[src/rtl/instr_fetch_decode_pkg.sv]
// Shared definitions for the instruction fetch/decode block: word field
// positions, special opcodes, the decoded-operation record and FSM states.
package instr_fetch_decode_pkg;

   localparam int WORD_W  = 24;
   localparam int CODE_HI = 23;
   localparam int CODE_LO = 20;
   localparam int MODE_HI = 19;
   localparam int MODE_LO = 16;
   localparam int A_HI    = 15;
   localparam int A_LO    = 8;
   localparam int B_HI    = 7;
   localparam int B_LO    = 0;

   localparam logic [3:0] OP_HALT   = 4'hF;
   localparam logic [3:0] OP_ILL_LO = 4'hC;
   localparam logic [3:0] OP_ILL_HI = 4'hE;

   typedef enum logic [2:0] {
      ST_IDLE    = 3'd0,
      ST_ISSUE   = 3'd1,
      ST_WAIT    = 3'd2,
      ST_PRESENT = 3'd3,
      ST_HALT    = 3'd4
   } state_e;

   typedef struct packed {
      logic [3:0] code;
      logic [3:0] mode;
      logic [7:0] a;
      logic [7:0] b;
      logic       illegal;
   } op_fields_t;

   function automatic logic is_illegal_code(input logic [3:0] code);
      return (code >= OP_ILL_LO) && (code <= OP_ILL_HI);
   endfunction

endpackage

[src/rtl/instr_field_decode.sv]
// Purely combinational split of a 24-bit instruction word into its fields,
// with detection of the reserved (illegal) opcode range and of HALT.
module instr_field_decode
   import instr_fetch_decode_pkg::*;
(
   input  logic [WORD_W-1:0] word,
   output op_fields_t        fields,
   output logic              is_halt
);

   always_comb begin
      fields.code    = word[CODE_HI:CODE_LO];
      fields.mode    = word[MODE_HI:MODE_LO];
      fields.a       = word[A_HI:A_LO];
      fields.b       = word[B_HI:B_LO];
      fields.illegal = is_illegal_code(word[CODE_HI:CODE_LO]);
      is_halt        = (word[CODE_HI:CODE_LO] == OP_HALT);
   end

endmodule

[src/rtl/instr_fetch_decode.sv]
// Pops instruction words from a fixed-latency stack, decodes them and hands
// them to the ALU over a valid/ready handshake; stops for good on HALT.
module instr_fetch_decode
   import instr_fetch_decode_pkg::*;
#(
   parameter int unsigned POP_LATENCY = 3
) (
   input  logic        clk,
   input  logic        reset,
   input  logic        instr_avail,
   input  logic [23:0] stack_data,
   output logic        stack_pop,
   output logic        op_valid,
   input  logic        op_ready,
   output logic [3:0]  op_code,
   output logic [3:0]  op_mode,
   output logic [7:0]  op_a,
   output logic [7:0]  op_b,
   output logic        op_illegal,
   output logic        halted,
   output logic [7:0]  retired
);

   localparam logic [2:0] WAIT_LOAD = 3'(POP_LATENCY - 1);

   state_e     state_q, state_d;
   logic [2:0] cnt_q, cnt_d;
   logic       stack_pop_q, stack_pop_d;
   logic       op_valid_q, op_valid_d;
   op_fields_t fields_q, fields_d;
   logic       halted_q, halted_d;
   logic [7:0] retired_q, retired_d;

   op_fields_t dec_fields;
   logic       dec_halt;
   logic       capture;

   instr_field_decode u_decode (
      .word    (stack_data),
      .fields  (dec_fields),
      .is_halt (dec_halt)
   );

   // stack_pop is registered, so it is raised on the edge that enters ISSUE
   always_comb begin
      state_d     = state_q;
      cnt_d       = cnt_q;
      stack_pop_d = 1'b0;
      op_valid_d  = op_valid_q;
      fields_d    = fields_q;
      halted_d    = halted_q;
      retired_d   = retired_q;
      capture     = 1'b0;

      unique case (state_q)
         ST_IDLE: begin
            if (instr_avail) begin
               state_d     = ST_ISSUE;
               stack_pop_d = 1'b1;
            end
         end
         ST_ISSUE: begin
            if (POP_LATENCY == 1) begin
               capture = 1'b1;
            end else begin
               state_d = ST_WAIT;
               cnt_d   = WAIT_LOAD;
            end
         end
         ST_WAIT: begin
            if (cnt_q == 3'd0) begin
               capture = 1'b1;
            end else begin
               cnt_d = cnt_q - 3'd1;
            end
         end
         ST_PRESENT: begin
            if (op_ready) begin
               op_valid_d = 1'b0;
               retired_d  = retired_q + 8'd1;
               if (instr_avail) begin
                  state_d     = ST_ISSUE;
                  stack_pop_d = 1'b1;
               end else begin
                  state_d = ST_IDLE;
               end
            end
         end
         ST_HALT: begin
            state_d = ST_HALT;
         end
         default: begin
            state_d = ST_IDLE;
         end
      endcase

      // A HALT word is swallowed here and never reaches the ALU
      if (capture) begin
         if (dec_halt) begin
            state_d  = ST_HALT;
            halted_d = 1'b1;
         end else begin
            state_d    = ST_PRESENT;
            op_valid_d = 1'b1;
            fields_d   = dec_fields;
         end
      end
   end

   always_ff @(posedge clk) begin
      if (reset) begin
         state_q     <= ST_IDLE;
         cnt_q       <= 3'd0;
         stack_pop_q <= 1'b0;
         op_valid_q  <= 1'b0;
         fields_q    <= '0;
         halted_q    <= 1'b0;
         retired_q   <= 8'd0;
      end else begin
         state_q     <= state_d;
         cnt_q       <= cnt_d;
         stack_pop_q <= stack_pop_d;
         op_valid_q  <= op_valid_d;
         fields_q    <= fields_d;
         halted_q    <= halted_d;
         retired_q   <= retired_d;
      end
   end

   assign stack_pop  = stack_pop_q;
   assign op_valid   = op_valid_q;
   assign op_code    = fields_q.code;
   assign op_mode    = fields_q.mode;
   assign op_a       = fields_q.a;
   assign op_b       = fields_q.b;
   assign op_illegal = fields_q.illegal;
   assign halted     = halted_q;
   assign retired    = retired_q;

endmodule

[config.mk]
export PLATFORM = sky130hd
export DESIGN_NAME = instr_fetch_decode
export DESIGN_NICKNAME = d
export VERILOG_FILES = /design/src/rtl/instr_fetch_decode_pkg.sv /design/src/rtl/instr_field_decode.sv /design/src/rtl/instr_fetch_decode.sv
export SDC_FILE = /design/constraint.sdc
export NUM_CORES = 1
export LEC_CHECK = 0
export ABC_AREA = 1
export BUFFER_PORTS_ARGS = -buffer_cell sky130_fd_sc_hd__buf_2
export CAP_MARGIN = 20
export CORE_ASPECT_RATIO = 1.1
export CORE_MARGIN = 8
export CORE_UTILIZATION = 35
export CTS_CLUSTER_SIZE = 30
export DETAILED_ROUTE_END_ITERATION = 10
export PLACE_DENSITY = 0.69
export SYNTH_ARGS = -nofsm -noshare
export SYNTH_HDL_FRONTEND = slang
export SYNTH_SLANG_ARGS = --single-unit
export TNS_END_PERCENT = 30
[constraint.sdc]
create_clock -name clk -period 1.7 [get_ports clk]
set_input_delay 0.085 -clock clk [delete_from_list [all_inputs] [get_ports clk]]
set_output_delay 0.085 -clock clk [all_outputs]
set_load 0.005 [all_outputs]
Word level (Yosys, flattened, before mapping)
Cells that the tools add are included.
- register bits: 42
- latch bits: 0
- memory bits (writable): 0
- ROM bits: 0
- input bits: 28
- output and inout bits: 36
- logic and storage cells: 51
- memories: 0
- add/sub/neg operators: 2
- multiply operators: 0
- divide/modulo/power cells: 0
- magnitude comparators: 2
- eq/ne operators: 9
- shift-type cells: 0
- mux-type cells: 17
- bitwise gates (word level): 1
- reductions and logical operators: 9
- operators by type and width (cell ; number):
    2-to-1 mux 3 bit ; 5
    case mux 3 bit (5 select lines) ; 1
    2-to-1 mux 1 bit ; 9
    adder 8 x 1 -> 8 bit (second input constant) ; 1
    AND reduction 2 bit ; 4
    equality test 3 x 2 -> 1 bit (second input constant) ; 2
    logical NOT 3 bit ; 2
    inequality test 3 bit (second input constant) ; 2
    case mux 3 bit (2 select lines) ; 1
    equality test 4 bit (second input constant) ; 1
    greater-or-equal comparator 4 bit (second input constant) ; 1
    less-or-equal comparator 4 bit (second input constant) ; 1
    inequality test 2 bit (second input constant) ; 2
    equality test 3 x 1 -> 1 bit (second input constant) ; 1
    equality test 3 bit (second input constant) ; 1
    AND reduction 3 bit ; 1
    subtractor 3 x 1 -> 3 bit (second input constant) ; 1
    case mux 1 bit (2 select lines) ; 1
    nonzero test 2 bit ; 1
    logical AND 1 bit ; 1
    inverter 1 bit ; 1

Depth between registers and ports, before layout
- depth after elaboration: 5
- depth in mapped cells: 9
- gate-level depth less buffers: 9

By module
From an unflattened synthesis, not the netlist that was laid out.
- cell total of the unflattened synthesis: 265
- area, all modules: 2088.3 um^2
- by module, submodules not included (module ; instances ; cells an instance ; area an instance (um^2) ; sequential area each (um^2)):
    instr_fetch_decode ; 1 ; 236 ; 1879.3 ; 840.8
    instr_field_decode ; 1 ; 29 ; 209.0 ; 0.0

Worst setup path before layout
No wires, ideal clock.
- path kind: reg2reg
- start point: register cnt_q[0]
- end point: register fields_q, in the netlist op_a[0]
- setup time: 116 ps
- data arrival time: 1267 ps
- required time: 1584 ps
- setup slack: 317 ps
- stages on the path, launching flop included: 10
- path buffers: 1
- period minus slack after synthesis: 1383 ps
- cell sequence: dfxtp_1 > inv_1 > ha_1 > ha_1 > inv_1 > nor2_4 > nand2_4 > buf_6 > o21ai_0 > nor2_1
- longest elaborated chain between the ends: 4
- RTL lines (item ; RTL line ; RTL):
    start, declared ; instr_fetch_decode.sv:27 ; logic [2:0] cnt_q, cnt_d;
    start signal, assigned ; instr_fetch_decode.sv:121 ; cnt_q <= cnt_d;
    logical NOT 3 bit ; instr_fetch_decode.sv:71 ; if (cnt_q == 3'd0) begin
    2-to-1 mux 1 bit ; instr_fetch_decode.sv:71 ;
    2-to-1 mux 1 bit ; instr_fetch_decode.sv:55 ; unique case (state_q)
    AND reduction 2 bit (no source line) ; - ;
    end signal, assigned ; instr_fetch_decode.sv:124 ; fields_q <= fields_d;
    end, declared ; instr_fetch_decode.sv:30 ; op_fields_t fields_q, fields_d;
Every way passes these cells.
A chain may end at the register's enable or synchronous reset.

Final worst setup path
- start point: register cnt_q[0]
- end point: register state_q[1]
- longest elaborated chain between the ends: 5
- elaborated cells between the ends (all ways): 8
- classes of those cells: eq/ne: 3; mux: 3; reduce/logical: 2
- RTL lines (item ; RTL line ; RTL):
    logical NOT 3 bit (*) ; instr_fetch_decode.sv:71 ;
    2-to-1 mux 1 bit (*) ; instr_fetch_decode.sv:71 ;
    2-to-1 mux 1 bit (*) ; instr_fetch_decode.sv:55 ;
    inequality test 3 bit (no source line) / inequality test 2 bit (equally long branches) ; - ;
    AND reduction 3 bit (no source line) ; - ;
    end signal, assigned ; instr_fetch_decode.sv:120 ; state_q <= state_d;
    end, declared ; instr_fetch_decode.sv:26 ; state_e state_q, state_d;
Every way passes the cells marked *; elsewhere a longest branch is shown, timed or not.

==> impl_metrics.json <==
{
  "grt_usage_pct": 11.0,
  "multi_input_area_sq_um": 811,
  "rows": 27,
  "synth_area_sq_um": 1810,
  "ir_drop_uv": 388,
  "remaining_drc_errors": 0,
  "hpwl_mm": 3.22,
  "post_cts_buffers": 0,
  "grt_pass1_wl_mm": 7.13,
  "fp.dieArea_sq_um": 7730,
  "port_buffers": 63,
  "status": "finished clean",
  "crit_fanout": 25,
  "yosys_register_bits": 42,
  "syn_inst": 242,
  "antenna_cells": 0,
  "endpoint_kind": "flop",
  "finalCritPeriodShare_pct": 88.4,
  "pwr-share-comb_pct": 38.2,
  "initial_utilization_pct": 36.2,
  "setup.worst_path.class": "flop to flop",
  "hold_path.class": "input pin to flop",
  "setup_viol": 0,
  "crit_arrival_ps": 1690,
  "via_per_inst": 4.63,
  "area_delta_synth_final_pct": 22.9,
  "syn-num-nets": 273,
  "n_fill_cell": 537,
  "io_pins": 64,
  "drive_gt1_share_pct": 27.5,
  "relSlewSlack_pct": 74.5,
  "yosys-top-cells-area": "dfxtp_1 (46%), nor2_1 (15%), o21ai_0 (8.9%)",
  "clkSinkCount": 42,
  "stdcell_area_sq_um": 2220,
  "drt_pass1_iterations": 4,
  "post_cts_resized": 0,
  "power.total_uw": 3270,
  "rsz0062_at_grt": "false",
  "fmax_mhz": 665,
  "cp_data_required_time_ps": 1880,
  "clk_pin_slew_ps": 70,
  "ys_seq_area_share_pct": 46.5,
  "fp.coreArea_sq_um": 5000,
  "post_dp_cell_area_sq_um": 2140,
  "clockBufferDepth": 2,
  "yosysTopAreaCell": "dfxtp_1",
  "p_seq_share_pct": 43.7,
  "seq_area_sq_um": 841,
  "drt_iter0_drc": 59,
  "hold_ws_ps": 45.3,
  "final_nets": 336,
  "ys.warnings.count": 0,
  "htree_levels": 2,
  "finalCriticalPeriod_ps": 1500,
  "p_switching_uw": 1230,
  "num_vias": 1681,
  "start_kind": "flop",
  "avgRoutedWirePerCell_microns": 11.8,
  "yosysUniqueCellTypes": 22,
  "clk_latency_ps": 290,
  "dieHeight_microns": 91.4,
  "syn_avg_cell_area_sq_um": 7.48,
  "powerDensity_nw_per_um2": 1470,
  "routed_wl_mm": 4.29,
  "die_w_microns": 84.6,
  "setup_tns_ps": 0,
  "grt_max_degree": 36,
  "whs_path_depth": 3,
  "sw_frac_of_total_pct": 37.7,
  "pwr-share-clk_pct": 18.1,
  "leakage_uw": 0.00109,
  "routabilityCongestion": 0.800,
  "hold_viol_final": 0,
  "cts_buffers": 5,
  "cap_violations": 0,
  "first_global_vias": 1595,
  "r2r.worst_path.cells": 9,
  "cts_tree": "done",
  "route.antenna.remaining_nets": 0,
  "p_int_uw": 2040,
  "r2r_setup_slack_ps": 200,
  "tightest_slew_ps": 382,
  "hold_buffers": 0,
  "skew_ps": 4.24,
  "synth_top_area_share_pct": 46.5,
  "antenna_found_initial": 0,
  "overflow": 0,
  "drv_slew": 0,
  "root_buffer": "clkbuf_8"
}
[synthesized netlist by cell type, drive strengths merged]
master   n
dfxtp   42
nand3b   1
inv     26
nor3     1
clkbuf   4
nor2    77
nand2   29
a21oi    7
nand4    5
buf      4
nand3    7
o21ai   34
nor3b    1
o21bai   1
ha       3
[layout by cell type, fill, tap and decap left out, drive strengths merged, types with 2 or more instances in the layout]
cell type / instances
a21oi: 7
inv: 26
dfxtp: 42
nand2: 29
clkbuf: 5
clkinv: 2
nand4: 5
o21ai: 34
buf: 64
nand3: 7
nor2: 77
ha: 3
[cells by family after synthesis]
logic type | share of synthesized area [%]
AND/OR/NAND/NOR | 31.0
AO/OA/AOI/OAI | 11.8
flip-flops | 46.5
buffers and inverters | 8.71
adder cells (fa/ha/maj) | 2.07
[flip-flops by register name, summed over array words and instances, names as in the netlist]
signal and cells:
op_valid 1, op_code 4, stack_pop 1, op_b 8, cnt_q 3, state_q 3, op_a 8, op_mode 4
op_illegal 1, retired 8, halted 1
[metal layers]
metal	global-route usage [%]	vias to the layer above	routed length (microns)	share of wire [%]
li1	-	892	-	-
met1	12.0	735	1860	43
met2	18.1	50	1970	46
met3	5.05	4	403	9.4
met4	4.01	0	55	1.3
met5	0	-	0	0
[layout make-up]
class / instances / area share (%)
clock inverter: 2 / 0.450
clock buffer: 5 / 3.10
multi-input combinational: 166 / 36.5
sequential: 42 / 37.8
tap: 58 / 3.26
timing repair buffer: 64 / 14.5
inverter: 26 / 4.39
[power groups by stage]
| stage | Combinational (uW) | Sequential (uW) | Clock (uW) |
|---|---|---|---|
| global placement | 1240 | 1440 | 0 |
| detailed placement | 1270 | 1450 | 0 |
| floorplan | 903 | 1460 | 0 |
| finish | 1250 | 1430 | 593 |
| CTS | 1270 | 1430 | 621 |
| global route | 1450 | 1460 | 656 |
[worst max-delay path, stage by stage, from the launching register on]
cell	delay (ps)
dfxtp_1	350
inv_1	50
ha_1	190
ha_1	220
inv_1	120
nor2_4	60
nand2_4	190
nand2_1	80
nor2_1	100
nor2_1	40
[path summary, 6_finish.rpt]
kind,from,endpoint
min reg2reg,halted,halted
max,cnt_q[0],state_q[1]
max reg2reg,cnt_q[0],state_q[1]
min,stack_data[18],op_mode[2]
[per-stage QoR]
| step | setup slack, ps | util [%] | instances |
|---|---|---|---|
| finish | 197 | 44.5 | 363 |
| global placement | 253 | 42.9 | 356 |
| floorplan | 317 | - | 242 |
| global route | 77.7 | 44.5 | 363 |
| detailed placement | 199 | 42.9 | 356 |
| CTS | 180 | 44.5 | 363 |
(Power assumes the default switching activity.)
